<file path="src/rtl/subcpu_ctrl.sv">
// Sub-CPU glue: E/Q clock generation, address decode, VBLANK interrupt and watchdog reset.
// E/Q/nIRQ/nRES are registered on CLK_6M; nCS/nBUFEN follow A/nWE/E combinationally.
module subcpu_ctrl #(
  parameter int                   NUM_CS     = 8,
  parameter logic [16*NUM_CS-1:0] CS_BASE    = '0,
  parameter logic [16*NUM_CS-1:0] CS_MASK    = '0,
  parameter logic [2*NUM_CS-1:0]  CS_MODE    = '0,
  parameter logic [NUM_CS-1:0]    CS_EGATE   = '0,
  parameter logic [NUM_CS-1:0]    BUF_MASK   = '0,
  parameter int                   WDT_WIDTH  = 4,
  parameter int                   WDT_LIMIT  = 10,
  parameter logic [15:0]          WDT_ADDR   = 16'h8000,
  parameter logic [15:0]          WDT_MASK   = 16'hFC00,
  parameter logic [15:0]          ACK_ADDR   = 16'h8400,
  parameter logic [15:0]          ACK_MASK   = 16'hFC00,
  parameter int                   RES_CYCLES = 64
) (
  input  logic              CLK_6M,
  input  logic              rst,
  input  logic              nVBLK,
  input  logic              nWE,
  input  logic [15:0]       A,
  output logic              E,
  output logic              Q,
  output logic              nRES,
  output logic              nIRQ,
  output logic [NUM_CS-1:0] nCS,
  output logic              nBUFEN
);

  localparam int RW = $clog2(RES_CYCLES + 1);
  localparam logic [WDT_WIDTH-1:0] WDT_TRIP = WDT_WIDTH'(WDT_LIMIT - 1);
  localparam logic [RW-1:0] RES_LOAD = RW'(RES_CYCLES);

  if ((WDT_LIMIT > (2 ** WDT_WIDTH) - 1) || (WDT_LIMIT < 1)) begin : gWdtLimitErr
    $error("WDT_LIMIT does not fit the watchdog counter");
  end

  logic [1:0]           ph;
  logic [1:0]           phNext;
  logic [2:0]           syncQ;
  logic [WDT_WIDTH-1:0] wdtCnt;
  logic [RW-1:0]        resCnt;
  logic                 wrStb;
  logic                 vblStb;
  logic                 ackWr;
  logic                 kickWr;

  assign phNext = ph + 2'd1;

  // E/Q are computed from the next phase so they line up with ph itself.
  always_ff @(posedge CLK_6M or posedge rst) begin
    if (rst) begin
      ph <= 2'd0;
      E  <= 1'b0;
      Q  <= 1'b0;
    end else begin
      ph <= phNext;
      E  <= phNext[1];
      Q  <= phNext[1] ^ phNext[0];
    end
  end

  always_ff @(posedge CLK_6M or posedge rst) begin
    if (rst) begin
      syncQ <= 3'b111;
    end else begin
      syncQ <= {syncQ[1:0], nVBLK};
    end
  end

  assign vblStb = syncQ[2] & ~syncQ[1];
  assign wrStb  = (ph == 2'd3) & ~nWE;
  assign ackWr  = wrStb & (((A ^ ACK_ADDR) & ACK_MASK) == 16'h0);
  assign kickWr = wrStb & (((A ^ WDT_ADDR) & WDT_MASK) == 16'h0);

  always_ff @(posedge CLK_6M or posedge rst) begin
    if (rst) begin
      nIRQ   <= 1'b1;
      wdtCnt <= '0;
      nRES   <= 1'b0;
      resCnt <= RES_LOAD;
    end else if (!nRES) begin
      // Pulse in progress: bus and VBLANK events are ignored.
      nIRQ   <= 1'b1;
      wdtCnt <= '0;
      if (resCnt != '0) begin
        resCnt <= resCnt - 1'b1;
      end
      nRES <= (resCnt <= RW'(1));
    end else begin
      if (vblStb) begin
        nIRQ <= 1'b0;
      end else if (ackWr) begin
        nIRQ <= 1'b1;
      end
      if (kickWr) begin
        wdtCnt <= '0;
      end else if (vblStb) begin
        if (wdtCnt == WDT_TRIP) begin
          wdtCnt <= '0;
          resCnt <= RES_LOAD;
          nRES   <= 1'b0;
        end else begin
          wdtCnt <= wdtCnt + 1'b1;
        end
      end
    end
  end

  for (genvar i = 0; i < NUM_CS; i++) begin : gCs
    logic addrHit;
    logic modeOk;
    logic gateOk;

    assign addrHit = ((A ^ CS_BASE[16*i +: 16]) & CS_MASK[16*i +: 16]) == 16'h0;

    always_comb begin
      modeOk = 1'b0;
      case (CS_MODE[2*i +: 2])
        2'b00:   modeOk = 1'b1;
        2'b01:   modeOk = nWE;
        2'b10:   modeOk = ~nWE;
        default: modeOk = 1'b0;
      endcase
    end

    assign gateOk = ~CS_EGATE[i] | E;
    assign nCS[i] = ~(addrHit & modeOk & gateOk);
  end

  assign nBUFEN = ~|(~nCS & BUF_MASK);

endmodule

</file>
<file path="config.mk">
export PLATFORM = sky130hd
export DESIGN_NAME = subcpu_ctrl
export DESIGN_NICKNAME = d
export VERILOG_FILES = /design/src/rtl/subcpu_ctrl.sv
export SDC_FILE = /design/constraint.sdc
export NUM_CORES = 1
export LEC_CHECK = 0
export CORE_MARGIN = 3
export CORE_UTILIZATION = 25
export DETAILED_ROUTE_END_ITERATION = 7
export HOLD_SLACK_MARGIN = 0.06
export PLACE_DENSITY = 0.47
export REMOVE_ABC_BUFFERS = 1
export SYNTH_ARGS = -nofsm -noshare
export SYNTH_HDL_FRONTEND = slang
export SYNTH_SLANG_ARGS = --single-unit
export TNS_END_PERCENT = 30
</file>
<file path="constraint.sdc">
create_clock -name CLK_6M -period 2.5 [get_ports CLK_6M]
set_input_delay 0.25 -clock CLK_6M [delete_from_list [all_inputs] [get_ports CLK_6M]]
set_output_delay 0.25 -clock CLK_6M [all_outputs]
set_load 0.005 [all_outputs]
</file>
* Word-level counts from Yosys, hierarchy flattened
Index checks and enable logic that the tools add are counted.
** Word-level totals
- Bits in registers :: 20
- Bits of input ports :: 20
- Word-level logic and storage cells :: 49
** Cells by class
- Add/subtract/negate cells :: 3
- $lt $le $gt $ge :: 1
- Equality and inequality tests :: 7
- Muxes and demuxes :: 16
- Bitwise gates (word level) :: 9
- Reductions and logical operators :: 5
** Operators with widths (number)
- $mux W7 :: 5
- $logic_not A16 Y1 :: 2
- $mux W4 :: 4
- $le A7 B1 Y1 const B :: 1
- $mux W1 :: 7
- $reduce_bool A7 Y1 :: 1
- $sub A7 B1 Y7 const B :: 1
- $ne A3 B1 Y1 const B :: 2
- $add A4 B1 Y4 const B :: 1
- $and A1 B1 Y1 :: 4
- $eq A4 B4 Y1 const B :: 1
- $ne A2 B1 Y1 const B :: 2
- $reduce_and A4 Y1 :: 1
- $not A1 Y1 :: 3
- $add A2 B1 Y2 const B :: 1
- $eq A2 B2 Y1 const B :: 1
- $ne A2 B2 Y1 const B :: 1
- $not A2 Y2 :: 1
- $reduce_bool A2 Y1 :: 1
- $xor A1 B1 Y1 :: 1

* Depth between registers and ports, before layout
Gate-level depths: netlist of run 1.
- Depth in word-level cells :: 6
- Depth in mapped cells :: 6
- Mapped depth without buffers :: 6

* Worst setup path after synthesis of run 1
OpenSTA, ideal clock, no wires.
- Path type :: register -> register
- Start point :: register resCnt[0]
- End point :: register resCnt[4]
- Setup time :: 122 ps
- Arrival time :: 1496 ps
- Setup slack :: 882 ps
- Cell stages (with the launch flop) :: 7
- Path buffers :: 0
- Period minus slack after synthesis :: 1618 ps
- Path through :: dfrtp_1 inv_1 ha_1 or3b_2 nor2_2 nor3_1 a32o_1
** On the way
- Word-level cells in the longest chain between the ends :: 3
- Elaborated cells on any way between the ends :: 6
** Ends and longest elaborated chain
- start, declared :: RTL line 43 : logic [RW-1:0] resCnt;
- start signal, assigned :: RTL line 88 : resCnt <= resCnt - 1'b1;
- $sub A7 B1 Y7 or $reduce_bool A7 Y1 (tied branches) :: RTL line 88, 87
- $mux W7 or $reduce_bool A2 Y1 (tied branches)
- $mux W7 or $reduce_and A4 Y1 (tied branches)
Parallel ways exist; a longest one is shown, timed or not. The select of a mux whose other input is x is not followed.
A chain may end at the register's enable or synchronous reset.

* Worst setup path in the final report of run 1
Ends and elaborated chain as after synthesis.

==> out/qor.log, run 1 <==
[outcome] outcome finished clean
[die] die width 70.9 um
[critical_path] critical path buffer and inverter count 1
[timing] max-slew violation count 0
[critical_path] chain of cells forming the critical path inv_1 -> ha_1 -> or3b_2 -> nor2_2 -> nor3_1 -> a32o_1
[critical_path] kind of start point of the critical path flop
[timing] upper clock frequency limit 0.572 GHz
[synth] gate count of the mapped netlist 104
[grt] largest net degree at the start of global routing 20
[job] count of max-cap constraint violations 0
[timing] final clock skew 0.00397 ns
[final_layout] area growth from synthesis to layout 18.1%
[drt] remaining design rule violation count 0
[clock_tree] number of H-tree branching levels 1
[critical_path] Critical R2R Launch resCnt[0]
[timing] Tcrit/Tclk final 0.699
[drt] vias after detailed routing 754
[final_layout] share of final-layout standard cells stronger than drive strength 1 0.161
[timing] setup repair after global routing missed its margin false
[clock_tree] cts hold-fix bufs 0
[placed_design] DP HPWL 1.41 mm
[synth] share of synthesized area occupied by flip-flops and latches 0.458
[final_layout] # diodes 0
[die] Boundary Pins 33
[clock_tree] TritonCTS clock tree built
[placed_design] number of cells in the design after placement 162
[final_layout] number of nets in the finished design 145
[worst_hold_path] instance count along the most critical hold path 0
[drt] detailed router's first-iteration violation count 25
[synth] Avg Inst Size Synth 10.1 um^2
[synth] share of Yosys cell area claimed by the top area cell type 0.333
[grt] met3 capacity usage during global routing 0.0213
[critical_path] family of cells with the greatest summed delay on the critical path simple AND/OR/NAND/NOR gates
[die] placeable core region 0.00385 mm^2
[clock_tree] Num CTS Buffers 3
[placed_design] global placer's final weighted congestion 0.706
[critical_path] type of destination of the critical path flop
[critical_path] top fanout value on the critical path 4
[drt] Pre-Repair DR Iteration Count 4
[clock_tree] Reg clk slew, reported paths 0.07 ns
[grt] number of global-route vias before repair 759
[die] Std-Cell Rows 22
[timing] sum of negative setup slack 0 ns
[grt] remaining global-route overflow 0
[grt] Global Route Usage Sum 0.0786
[clock_tree] CTS Root Cell clkbuf_8
[timing] final hold slack 0.356 ns
[synth] top cells by area in the synthesized netlist dfrtp_1 (33%), dfstp_2 (12%), ha_1 (7.1%), buf_4 (6.4%), a21oi_1 (4.8%)
[timing] Tightest Pin Transition 0.718 ns
[worst_hold_path] HP Start syncQ[0]
[synth] Unique masters post-synth 35
[clock_tree] quantity of gates resized following cts 0
[drt] Antenna Nets Post-Route 0
[drt] vias per cell 4.54
[final_layout] number of standard cells in the layout, taps in and fillers out 166
[grt] first-pass GRT wire length 3.24 mm
[worst_hold_path] path class of the lowest-slack min-delay path flop to flop
[die] area enclosed by the die boundary 0.00502 mm^2
[synth] flop and latch count out of synthesis 19
[timing] number of hold violations in the final report 0
[drt] average wire per standard cell 11.6 um
[grt] initial antenna violation count 0
[clock_tree] total setup buffers inserted after CTS 0
[critical_path] flop-to-flop setup slack 0.75 ns
[power] cell area power density 897 mW/mm^2
[critical_path] Setup CP Type flop to flop
[drt] post-detailed-routing wire length 1.92 mm
[critical_path] r2r worst-path depth 6
[power] maximum resistive drop on vdd 0.000371 V
[critical_path] data required time at the worst endpoint 2.65 ns
[synth] cell accounting for the most synthesized area dfrtp_1
[final_layout] Filler cells 396
[grt] met1 track demand over resource 0.102
[critical_path] Data arrival, critical path 1.90 ns
[clock_tree] sinks on the clock net 19
[power] leakage power 0.000532 uW
[grt] layer carrying the most global-route usage met2
[timing] Min Clock Period, post-route 1.75 ns
[grt] met2 demand-to-capacity share in global routing 0.125
[power] Final Power 1110 uW
[worst_hold_path] endpoint of the worst hold path syncQ[1]
[clock_tree] Worst-Skew Late Latency 0.26 ns
[critical_path] end of the worst register-to-register path resCnt[4]
[synth] Synth Cell Area 0.00105 mm^2
[final_layout] share of the core filled with cells in the final layout 0.322
[critical_path] largest incremental delay on the critical path 0.47 ns
[placed_design] IO Port Bufs 13
[die] chip height 70.9 um
[timing] Worst slew margin 0.521
[clock_tree] maximum clock insertion buffer count 2
[die] initial standard-cell utilization of the core 0.273
[synth] number of warnings printed during yosys synthesis 0
[critical_path] critical path's slowest cell or3b_2
[timing] Final setup viols 0
sequential cells by signal, indices dropped and copies added, names as in the netlist:
name and flops:
wdtCnt 4, syncQ 3, ph 1, nRES 1, resCnt 7, nIRQ 1
E 1, Q 1
kinds of logic (layout without fill, tap and decap cells):
group,count (synthesis),in the layout,synth area share
AO/OA/AOI/OAI,21,21,0.132
adder cells (fa/ha/maj),6,6,0.0713
XOR/XNOR,1,1,0.00832
multiplexers,2,2,0.0190
buffers and inverters,17,24,0.0939
AND/OR/NAND/NOR,36,36,0.210
other,2,9,0.00714
flip-flops,19,19,0.458
placed cells by master, fill, tap and decap left out, types with 3 or more instances in the layout:
| cell | count |
|---|---|
| inv_1 | 7 |
| clkdlybuf4s50_1 | 13 |
| clkbuf_8 | 3 |
| dfrtp_1 | 14 |
| a21oi_1 | 10 |
| nand2_1 | 7 |
| conb_1 | 9 |
| ha_1 | 6 |
| nor3_1 | 5 |
| dfstp_2 | 5 |
| nor2_1 | 7 |
worst max-delay path by stage:
stage                     cells past startpoint      start        end
after global routing                          6  resCnt[0]  resCnt[4]
after CTS                                     6  resCnt[0]  resCnt[4]
final                                         6  resCnt[0]  resCnt[4]
after floorplan                               6  resCnt[0]  resCnt[4]
after global placement                        5      A[13]  resCnt[0]
after detailed placement                      5      A[13]  resCnt[1]
final cells by class:
type	instances	area [um^2]	share of cell area
timing repair buffer	13	130	0.105
clock buffer	3	41.3	0.0332
inverter	7	26.3	0.0211
sequential	19	482	0.388
tap	48	60.1	0.0483
multi-input combinational	75	498	0.401
clock inverter	1	5.00	0.00403
Yosys cell counts, drive strengths merged:
cell / instances
a21oi: 10
a31o: 1
a32o: 1
and2: 1
and3b: 1
buf: 10
conb: 2
dfrtp: 14
dfstp: 5
ha: 6
inv: 7
mux2i: 2
nand2: 7
nand2b: 2
nand3b: 1
nor2: 8
nor2b: 1
nor3: 5
nor3b: 1
nor4b: 1
o211ai: 1
o21ai: 5
o22ai: 2
o41ai: 1
or2: 2
or3: 2
or3b: 1
or4: 1
or4b: 2
xnor2: 1
metrics by stage:
step / setup slack [ns] / area (um^2)
after floorplan: 0.882 / 1010
after detailed placement: 0.621 / 1200
after global routing: 0.628 / 1240
after global placement: 0.635 / 1200
after CTS: 0.734 / 1240
final: 0.752 / 1240
routing by layer:
metal | share of wire | vias to the layer above
met1 | 0.50 | 353
li1 | - | 367
met3 | 0.069 | 3
met5 | 0 | -
met4 | 0.013 | 0
met2 | 0.42 | 31
power by group:
group          switching (uW)  internal (uW)  total, uW  leakage (uW)
clock network             106            111        217     0.0000255
registers                 110            415        525      0.000224
logic                     184            188        372      0.000282
(Power assumes the default switching activity.)
==> inputs of run 2 (changes only) <==
PLACE_DENSITY = 0.49   (was 0.47)
clock period = 1.5 ns   (was 2.5 ns; I/O delays follow)
==> run 2 against run 1 <==
Against the previous run:
- the run now ends with negative setup slack left
- power up 96%
- sequential power up 52%
- via count increased by 8.1%
- global-route usage up 0.30 points
==> out/qor.log, run 2 (synthesis results as in run 1) <==
[final_layout] number of flip-flops under the largest register name 7 [unchanged]
[clock_tree] Reg clk slew, reported paths 0.07 ns [about the same]
[clock_tree] Worst-Skew Late Latency 0.25 ns [about the same]
[timing] setup slack after layout -0.0775 ns [-0.830 ns]
[worst_hold_path] path class of the lowest-slack min-delay path primary input to async pin
[die] die width 70.9 um [unchanged]
[power] internal power 1430 uW [+100%]
[final_layout] final instance area 0.00147 mm^2 [+18%]
[final_layout] most common cell after layout, fill and taps aside buf_4
[power] switching power 745 uW [+86%]
[timing] final clock skew 0.00325 ns [-0.000722 ns]
[final_layout] area growth from synthesis to layout 39.2%
[drt] Pre-Repair DR Iteration Count 4 [unchanged]
[clock_tree] sinks on the clock net 19 [unchanged]
[timing] sum of negative setup slack -0.353 ns [-0.353 ns]
[grt] initial antenna violation count 0 [unchanged]
[final_layout] register with the most flip-flops resCnt
[timing] Final setup viols 7 [+7]
[power] relative contribution of the clock network to total power 0.159 [-0.036]
[die] area enclosed by the die boundary 0.00502 mm^2 [unchanged]
[placed_design] global placer's final weighted congestion 0.791 [+12%]
[power] Gate power share 0.476 [+0.142]
[die] initial standard-cell utilization of the core 0.273 [unchanged]
[drt] post-detailed-routing wire length 2.00 mm [+4.2%]
[critical_path] type of destination of the critical path flop
[clock_tree] TritonCTS clock tree built
[clock_tree] cts hold-fix bufs 0 [unchanged]
[final_layout] share of the core filled with cells in the final layout 0.380 [+0.0578]
[power] cell area power density 1490 mW/mm^2 [+66%]
[critical_path] kind of start point of the critical path flop
[final_layout] biggest registers after layout resCnt (7), wdtCnt (4), syncQ (3)
[grt] remaining global-route overflow 0 [unchanged]
[timing] number of hold violations in the final report 0 [unchanged]
[power] sequential group share of total power 0.365 [-0.107]
[clock_tree] number of H-tree branching levels 1 [unchanged]
[die] chip height 70.9 um [unchanged]
[drt] Antenna Nets Post-Route 0 [unchanged]
[placed_design] IO Port Bufs 13 [unchanged]
[placed_design] number of cells in the design after placement 181 [+12%]
[timing] Min Clock Period, post-route 1.58 ns [-0.170 ns]
[job] count of max-cap constraint violations 0 [unchanged]
[drt] detailed router's first-iteration violation count 9 [-64%]
[drt] average wire per standard cell 10.7 um [-7.5%]
[final_layout] # diodes 0 [unchanged]
[critical_path] data required time at the worst endpoint 1.67 ns [-0.98 ns]
[final_layout] number of nets in the finished design 166 [+14%]
[final_layout] share of final-layout standard cells stronger than drive strength 1 0.353 [+0.192]
[die] placeable core region 0.00385 mm^2 [unchanged]
[clock_tree] CTS Root Cell clkbuf_8
[placed_design] Post-DP Area 0.00134 mm^2 [+12%]
[drt] vias after detailed routing 815 [+8.1%]
[die] Boundary Pins 33 [unchanged]
[timing] Tcrit/Tclk final 1.05 [+0.353]
[power] maximum resistive drop on vdd 0.000550 V [+48%]
[critical_path] Data arrival, critical path 1.75 ns [-0.15 ns]
[drt] vias per cell 4.36 [-4.0%]
[grt] largest net degree at the start of global routing 20 [unchanged]
[timing] upper clock frequency limit 0.634 GHz [+11%]
[outcome] outcome complete, but fails checks
[timing] max-slew violation count 0 [unchanged]
[power] Final Power 2180 uW [+96%]
[critical_path] Setup CP Type flop to flop
[final_layout] number of standard cells in the layout, taps in and fillers out 187 [+13%]
[grt] number of global-route vias before repair 808 [+6.5%]
[die] Std-Cell Rows 22 [unchanged]
[clock_tree] Num CTS Buffers 3 [unchanged]
[grt] first-pass GRT wire length 3.38 mm [+4.5%]
[final_layout] most used cells in the layout excluding fill and tap cells buf_4 (21), dfrtp_1 (14), clkdlybuf4s50_1 (12), a21oi_1 (9), conb_1 (9)
[critical_path] top fanout value on the critical path 4 [unchanged]
[timing] setup repair after global routing missed its margin true
[outcome] violated checks negative setup slack
[drt] remaining design rule violation count 0 [unchanged]
[grt] Global Route Usage Sum 0.0817 [+0.00302]
[power] Sw Share 0.342 [-0.0171]
[placed_design] DP HPWL 1.55 mm [+10%]
[power] leakage power 0.000632 uW [+19%]
[clock_tree] maximum clock insertion buffer count 2 [unchanged]
-- run 2: final cells by class --
| class | count | area, um^2 |
|---|---|---|
| fillers | 383 | 2390 |
| inverters | 7 | 26.3 |
| flip-flops and latches | 19 | 482 |
| repair buffers | 34 | 287 |
| well taps | 48 | 60.1 |
| multi-input cells | 75 | 566 |
| clock buffers | 4 | 45.0 |
-- run 2: worst paths after layout --
check,from,endpoint,slack (ns),depth (start not counted)
max,ph[0],resCnt[5],-0.08,5
min,rst,Q,0.21,3
max reg2reg,ph[0],resCnt[5],-0.08,5
min reg2reg,syncQ[0],syncQ[1],0.36,0
max in group asynchronous,rst,syncQ[2],1.03,3
min in group CLK_6M,nVBLK,syncQ[0],0.30,1
-- run 2: repair_timing --
item,in CTS,in global routing
resized for setup,11,5
setup buffers,1,1
endpoints found under the hold margin,0,0
setup endpoints to repair,12,13
pin swaps,3,3
-- run 2: metrics by stage --
stage / hold WS, ns / setup slack [ns]
after floorplan: 0.0974 / -0.118
after global placement: 0.348 / -0.201
after detailed placement: 0.348 / -0.242
after CTS: 0.219 / -0.0792
after global routing: 0.270 / -0.141
final: 0.213 / -0.0775
-- run 2: worst max-delay path, stage by stage, from the launching register on --
cell,delay [ns]
dfrtp_1,0.37
ha_1,0.16
or4b_4,0.50
o211ai_4,0.25
a21oi_1,0.10
o21ai_1,0.12
-- run 2: metal layers --
metal | GRT usage | part of all wire
met5 | 0 | 0
met2 | 0.143 | 0.51
met3 | 0.0142 | 0.041
met4 | 0.0251 | 0.0055
met1 | 0.102 | 0.45
-- run 2: power by group through the flow --
stage	registers, uW	logic, uW	clock network (uW)
floorplan	843	450	0
global placement	793	937	0
detailed placement	797	954	0
CTS	796	1020	361
global route	815	1150	393
finish	796	1040	346
==> inputs of run 3 (changes only) <==
REMOVE_ABC_BUFFERS = not set   (was 1)
SKIP_CTS_REPAIR_TIMING = 1   (was not set)
==> run 3 against run 2 <==
Against the previous run:
- the flow still finishes with violations (negative setup slack)
- first-iteration DRC count increased by 56%
- clock power increased by 1%
- final cell count unchanged
- via count increased by 2.3%
- register-to-register slack about the same
- die area unchanged
==> out/qor.log, run 3 (synthesis results as in run 1) <==
[outcome] outcome complete, but fails checks
[outcome] violated checks negative setup slack
[drt] average wire per standard cell 10.5 um [-1.9%]
[placed_design] IO Port Bufs 13 [unchanged]
[die] initial standard-cell utilization of the core 0.273 [unchanged]
[job] count of max-cap constraint violations 0 [unchanged]
[die] die width 70.9 um [unchanged]
[grt] Global Route Usage Sum 0.0850 [+0.00331]
[timing] max-slew violation count 0 [unchanged]
[grt] first-pass GRT wire length 3.47 mm [+2.6%]
[final_layout] # diodes 0 [unchanged]
[timing] Min Clock Period, post-route 1.58 ns [-0.00238 ns]
[clock_tree] CTS Root Cell clkbuf_8
[final_layout] biggest registers after layout resCnt (7), wdtCnt (4), syncQ (3)
[die] Std-Cell Rows 22 [unchanged]
[timing] upper clock frequency limit 0.635 GHz [+0.15%]
[final_layout] number of nets in the finished design 166 [unchanged]
[drt] remaining design rule violation count 0 [unchanged]
[grt] number of global-route vias before repair 805 [-0.37%]
[drt] vias per cell 4.46 [+2.3%]
[power] maximum resistive drop on vdd 0.000690 V [+25%]
[clock_tree] TritonCTS clock tree built
[final_layout] storage element area 482 um^2 [unchanged]
[placed_design] DP HPWL 1.59 mm [+2.4%]
[grt] initial antenna violation count 0 [unchanged]
[critical_path] kind of start point of the critical path flop
[drt] post-detailed-routing wire length 1.96 mm [-1.9%]
[critical_path] type of destination of the critical path flop
[drt] detailed router's first-iteration violation count 14 [+5]
[drt] vias after detailed routing 834 [+2.3%]
[final_layout] share of final-layout standard cells stronger than drive strength 1 0.345 [-0.00719]
[drt] Antenna Nets Post-Route 0 [unchanged]
[grt] largest net degree at the start of global routing 20 [unchanged]
[grt] remaining global-route overflow 0 [unchanged]
[critical_path] top fanout value on the critical path 4 [unchanged]
[final_layout] register with the most flip-flops resCnt
[die] placeable core region 0.00385 mm^2 [unchanged]
[final_layout] most common cell after layout, fill and taps aside buf_4
[worst_hold_path] path class of the lowest-slack min-delay path primary input to async pin
[power] cell area power density 1490 mW/mm^2 [+0.43%]
[die] area enclosed by the die boundary 0.00502 mm^2 [unchanged]
[die] Boundary Pins 33 [unchanged]
[final_layout] number of flip-flops under the largest register name 7 [unchanged]
[critical_path] Setup CP Type flop to flop
[clock_tree] Worst-Skew Late Latency 0.25 ns [about the same]
[timing] number of hold violations in the final report 0 [unchanged]
[timing] sum of negative setup slack -0.304 ns [+0.0486 ns]
[final_layout] multi-input logic area 539 um^2 [-4.6%]
[final_layout] Filler cells 392 [+2.3%]
[critical_path] Data arrival, critical path 1.75 ns [about the same]
[power] leakage power 0.000638 uW [+0.94%]
[timing] Tcrit/Tclk final 1.05 [-0.00159]
[critical_path] data required time at the worst endpoint 1.68 ns [about the same]
[clock_tree] number of H-tree branching levels 1 [unchanged]
[clock_tree] Num CTS Buffers 3 [unchanged]
[drt] Pre-Repair DR Iteration Count 4 [unchanged]
[placed_design] global placer's final weighted congestion 0.774 [-2.2%]
[timing] setup slack after layout -0.0751 ns [+0.00238 ns]
[timing] Final setup viols 7 [unchanged]
[timing] setup repair after global routing missed its margin true
[critical_path] r2r worst-path depth 5 [unchanged]
[final_layout] most used cells in the layout excluding fill and tap cells buf_4 (22), dfrtp_1 (14), clkdlybuf4s50_1 (12), a21oi_1 (9), conb_1 (9)
[final_layout] area growth from synthesis to layout 36.7%
[final_layout] share of the core filled with cells in the final layout 0.373 [-0.00682]
[die] chip height 70.9 um [unchanged]
[timing] final clock skew 0.000867 ns [-0.00238 ns]
[clock_tree] sinks on the clock net 19 [unchanged]
[clock_tree] Reg clk slew, reported paths 0.07 ns [about the same]
[clock_tree] maximum clock insertion buffer count 2 [unchanged]
[timing] final hold slack 0.212 ns [-0.000486 ns]
[run 3: worst max-delay path: stages, from the launching register on]
cell and delay, ns:
dfrtp_1 0.36, ha_1 0.16, or4b_4 0.50, o211ai_4 0.25, a21oi_1 0.10, o22ai_1 0.13
[run 3: final timing paths]
check	start	end	slack [ns]
worst max-delay path	E	resCnt[3]	-0.08
worst min register to register	syncQ[0]	syncQ[1]	0.36
worst max register to register	E	resCnt[3]	-0.08
max in group asynchronous	rst	resCnt[6]	1.02
worst min-delay path	rst	resCnt[0]	0.21
min in group CLK_6M	nVBLK	syncQ[0]	0.30
[run 3: cell type report]
type                    count  area share
clock inverters             1     0.00348
multi-input cells          75       0.375
inverters                   7      0.0183
well taps                  48      0.0417
clock buffers               3      0.0287
flip-flops and latches     19       0.335
repair buffers             34       0.198
[run 3: power by group]
group,internal (uW),leakage [uW],total (uW),switching (uW)
Clock,184,0.0000255,351,167
Combinational,546,0.000388,996,449
Sequential,693,0.000224,801,109
[run 3: metal layers]
metal	up-vias	share of wire	global-route usage
met5	-	0	0
met4	0	0.018	0.0438
met3	5	0.061	0.0199
met2	27	0.49	0.138
met1	390	0.43	0.105
li1	412	-	-
[run 3: through the flow]
| stage | cells | setup slack, ns | area [um^2] | power [uW] |
|---|---|---|---|---|
| 6_report | 187 | -0.0751 | 1440 | 2150 |
| 5_1_grt | 187 | -0.189 | 1440 | 2340 |
| 4_1_cts | 186 | -0.111 | 1420 | 2170 |
| 3_5_place_dp | 182 | -0.240 | 1370 | 1810 |
| 3_3_place_gp | 182 | -0.209 | 1370 | 1780 |
| 2_1_floorplan | 111 | 0.00183 | 1100 | 1370 |
